File: src/rtl/input_sync_debounce_pkg.sv
// Shared defaults and sizing helpers for the input synchronizer/debouncer.
package input_sync_debounce_pkg;

   localparam int CHANNELS_DEF = 4;
   localparam int STAGES_DEF   = 2;
   localparam int DEBOUNCE_DEF = 1000;

   function automatic int cnt_width(input int cycles);
      return (cycles < 1) ? 1 : $clog2(cycles + 1);
   endfunction

endpackage

File: src/rtl/input_sync_debounce_channel.sv
// One channel: synchronizer chain, saturating stability counter,
// debounced level and registered edge pulses.
module debounce_channel
   import input_sync_debounce_pkg::*;
#(
   parameter int STAGES          = STAGES_DEF,
   parameter int DEBOUNCE_CYCLES = DEBOUNCE_DEF,
   parameter bit INIT            = 1'b0
) (
   input  logic clk,
   input  logic rst_n,
   input  logic din,
   output logic level,
   output logic rise,
   output logic fall
);

   localparam int W = cnt_width(DEBOUNCE_CYCLES);
   localparam logic [W-1:0] LAST = W'(DEBOUNCE_CYCLES - 1);

   logic [STAGES-1:0] sync;
   logic [W-1:0]      cnt;
   logic              synced;

   assign synced = sync[STAGES-1];

   always_ff @(posedge clk or negedge rst_n) begin
      if (!rst_n) begin
         sync <= {STAGES{INIT}};
      end else begin
         sync <= {sync[STAGES-2:0], din};
      end
   end

   // Level flips only after synced has disagreed for DEBOUNCE_CYCLES edges.
   always_ff @(posedge clk or negedge rst_n) begin
      if (!rst_n) begin
         cnt   <= '0;
         level <= INIT;
         rise  <= 1'b0;
         fall  <= 1'b0;
      end else begin
         rise <= 1'b0;
         fall <= 1'b0;
         if (synced == level) begin
            cnt <= '0;
         end else if (cnt == LAST) begin
            cnt   <= '0;
            level <= ~level;
            rise  <= ~level;
            fall  <= level;
         end else begin
            cnt <= cnt + W'(1);
         end
      end
   end

endmodule

File: src/rtl/input_sync_debounce.sv
// Top: reset synchronizer plus CHANNELS independent debounce channels.
module input_sync_debounce
   import input_sync_debounce_pkg::*;
#(
   parameter int                    CHANNELS        = CHANNELS_DEF,
   parameter int                    STAGES          = STAGES_DEF,
   parameter int                    DEBOUNCE_CYCLES = DEBOUNCE_DEF,
   parameter logic [CHANNELS-1:0]   INIT_LEVEL      = '0
) (
   input  logic                clk,
   input  logic                rstn,
   input  logic [CHANNELS-1:0] async_in,
   output logic                rst_syncn,
   output logic [CHANNELS-1:0] level,
   output logic [CHANNELS-1:0] rise,
   output logic [CHANNELS-1:0] fall
);

   logic [STAGES-1:0] rs;

   // Asserts immediately, releases after STAGES clean edges.
   always_ff @(posedge clk or negedge rstn) begin
      if (!rstn) begin
         rs <= '0;
      end else begin
         rs <= {rs[STAGES-2:0], 1'b1};
      end
   end

   assign rst_syncn = rs[STAGES-1];

   for (genvar i = 0; i < CHANNELS; i++) begin : g_ch
      debounce_channel #(
         .STAGES          (STAGES),
         .DEBOUNCE_CYCLES (DEBOUNCE_CYCLES),
         .INIT            (INIT_LEVEL[i])
      ) u_ch (
         .clk   (clk),
         .rst_n (rst_syncn),
         .din   (async_in[i]),
         .level (level[i]),
         .rise  (rise[i]),
         .fall  (fall[i])
      );
   end

endmodule

File: config.mk
export PLATFORM = sky130hd
export DESIGN_NAME = input_sync_debounce
export DESIGN_NICKNAME = d
export VERILOG_FILES = /design/src/rtl/input_sync_debounce_pkg.sv /design/src/rtl/input_sync_debounce_channel.sv /design/src/rtl/input_sync_debounce.sv
export SDC_FILE = /design/constraint.sdc
export NUM_CORES = 1
export LEC_CHECK = 0
export ABC_AREA = 1
export BUFFER_PORTS_ARGS = -buffer_cell sky130_fd_sc_hd__buf_2
export CAP_MARGIN = 10
export CORE_MARGIN = 3
export CORE_UTILIZATION = 55
export CTS_CLUSTER_SIZE = 24
export DETAILED_ROUTE_END_ITERATION = 16
export MAX_ROUTING_LAYER = met4
export PLACE_DENSITY = 0.74
export SETUP_SLACK_MARGIN = 0.05
export SLEW_MARGIN = 20
export SYNTH_ARGS = -nofsm -noshare
export SYNTH_HDL_FRONTEND = slang
export SYNTH_HIERARCHICAL = 1
export SYNTH_SLANG_ARGS = --single-unit
File: constraint.sdc
create_clock -name clk -period 5.7 [get_ports clk]
set_clock_uncertainty 0.2 [all_clocks]
set_input_delay 1.14 -clock clk [delete_from_list [all_inputs] [get_ports clk]]
set_output_delay 1.14 -clock clk [all_outputs]
set_load 0.01 [all_outputs]
==> run summary <==
Tightest Pin Transition: 0.725 ns
Avg WL per Cell: 11.6 um
Status: complete, no violations
Largest net degree at the start of global routing: 61
Antenna diodes: 0
CP bufs+invs: 1
Share of layout cells above drive strength 1: 0.255
Die area: 6040 um2
Final ANT Viol Nets: 0
Mapped Area: 2830 um2
Ports: 19
WS Path Type: reg -> out
Kind of cell adding the most delay to the critical path: flip-flops
Crit path cell chain: buf_2
CP max FO: 4
Core area: 4850 um2
Layout Nets: 332
CTS Buf Count: 9
Max frequency: 450 MHz
Largest family of logic cells by synthesized area: simple AND/OR/NAND/NOR gates
RSZ-0062 raised after global routing: no
Vias in the first global route: 1942
Seq/Total Area, Yosys: 0.549
Min Clock Period, post-route: 2.22 ns
Syn. warnings: 6
Worst Hold Class: reg -> reg
Worst endpoint required time: 4.36 ns
Mux cell area share after synthesis: 0
Post-CTS Hold Buffers: 0
Most frequent cells in the layout: 61 x dfrtp_1, 58 x nor2_1, 44 x nand2_1
TritonRoute pass-1 iters: 5
Max-slew headroom: 0.517
Synth-to-layout area growth: 14.8%
Seq cells post-synth: 62
CP Data Arrival Time: 0.88 ns
VDD IR max: 0.219 mV
CP endpoint kind: output port
Via Count: 1909
# setup viols final: 0
Synth Net Count: 302
Fraction of the mapped netlist area in simple logic gates: 0.324
CTS tree: built
Worst-Skew Late Latency: 0.34 ns
Initial drt markers: 65
Critical path's slowest cell: dfrtp_1
PwrDens: 294 nW/um2
Clock Pin Slew Worst Setup and Hold Paths: 0.06 ns
Via density: 4.86
CTS H-tree lvls: 3
Final Hold Violating Endpoints: 0
Initial antenna violation count: 0
Library cells used by synthesis: 22
Critical path's largest stage delay: 0.40 ns
P_leak: 0.00149 uW
Pins Over Slew Limit: 0
Post_cts resized: 0
Post-DP HPWL: 3.16 mm
Crit share post-route: 0.390
Avg Synthesized Cell Area: 9.68 um2
Post-CTS Setup Bufs: 0
Reg2reg setup slack: 4.17 ns
Initial Util: 0.583
Cells after synthesis: 292
Routability cong.: 0.817
Clk sinks: 62
Post-Synth Adder-Cell Area: 0.0177
Tot Pwr: 954 uW
Total routed wirelength: 4.56 mm
DRC: 0
Longest Clk Path Bufs: 2
Worst setup SP type: flip-flop
Commonest non-fill, non-tap cell in the layout: dfrtp_1
Die W: 77.7 um
Rows: 25
Global route total overflow: 0
Complex-gate fraction of the synthesized area: 0.0265
Setup TNS: 0 ns
XOR/XNOR Fraction of Synth Area: 0.0403
GRT Util Overall: 0.186
Clock root cell: clkbuf_8
Die Ht: 77.7 um
First-pass GRT wire length: 8.43 mm
Max-cap check violation count: 0
Port bufs: 18
[layout make-up]
class                      count  area, um2
clock buffer                  11        141
clock inverter                 4       95.1
fill                         394       1600
inverter                      31        116
multi-input combinational    199       1160
sequential                    62       1550
tap                           67       83.8
timing repair buffer          19       97.6
[report_power, final]
part	internal [uW]	leakage, uW	switching [uW]
clock network	299	0.000119	160
logic	11.8	0.000535	24.8
registers	450	0.000832	7.37
total	762	0.00149	192
[path summary, 6_finish.rpt]
kind	start	to	cells past startpoint
max in group asynchronous	rs[1]	g_ch[3].u_ch/cnt[2]	1
worst max register to register	g_ch[2].u_ch/cnt[0]	g_ch[2].u_ch/cnt[8]	6
min in group asynchronous	rs[1]	g_ch[1].u_ch/cnt[7]	1
worst max-delay path	g_ch[1].u_ch/level	level[1]	1
worst min-delay path	g_ch[2].u_ch/sync[0]	g_ch[2].u_ch/sync[1]	0
worst min register to register	g_ch[2].u_ch/sync[0]	g_ch[2].u_ch/sync[1]	0
[synthesized netlist by cell type]
cell type / n / share of area
dfrtp_1: 62 / 0.55
nor2_1: 58 / 0.077
nand2_1: 44 / 0.058
inv_1: 24 / 0.032
nand3_1: 17 / 0.030
a21oi_1: 11 / 0.019
nor2_2: 9 / 0.020
inv_2: 7 / 0.0093
nand3_2: 7 / 0.025
xnor2_1: 7 / 0.022
nor2_4: 6 / 0.024
nor3_2: 6 / 0.021
xor2_1: 6 / 0.019
nand2_4: 5 / 0.020
ha_1: 4 / 0.018
nand2_2: 4 / 0.0088
nand3_4: 4 / 0.025
o21ai_1: 4 / 0.0071
or2_1: 4 / 0.0088
conb_1: 1 / 0.0013
nand4_1: 1 / 0.0022
nor3b_2: 1 / 0.0044
[per-stage QoR]
step	hold WS (ns)	worst slack, ns	cells	util	instance area [um2]
2_1_floorplan	0.131	2.72	292	-	2830
3_3_place_gp	0.132	3.84	378	0.621	3010
3_5_place_dp	0.136	3.84	378	0.621	3010
4_1_cts	0.151	3.46	393	0.670	3250
5_1_grt	0.157	3.43	393	0.670	3250
6_report	0.147	3.48	393	0.670	3250
[layer usage]
metal / vias to the layer above / GRT usage / routed length [um]
met4: 0 / 0.0854 / 70
met3: 8 / 0.0522 / 166
met2: 27 / 0.283 / 2170
met5: - / - / 0
li1: 975 / - / -
met1: 899 / 0.231 / 2160
[cell families after synthesis]
kind of cell,after synthesis
fa+ha+maj,4
flops,62
other cells,1
buf+inv,31
compound gates,15
xor+xnor,13
simple gates,166
[flip-flops by register name, indices dropped and copies added, names as in the netlist]
register	count
g_ch.u_ch/sync	8
g_ch.u_ch/fall	4
g_ch.u_ch/level	4
rs	2
g_ch.u_ch/cnt	40
g_ch.u_ch/rise	4
Note: power is estimated with default switching activity, not from simulation.
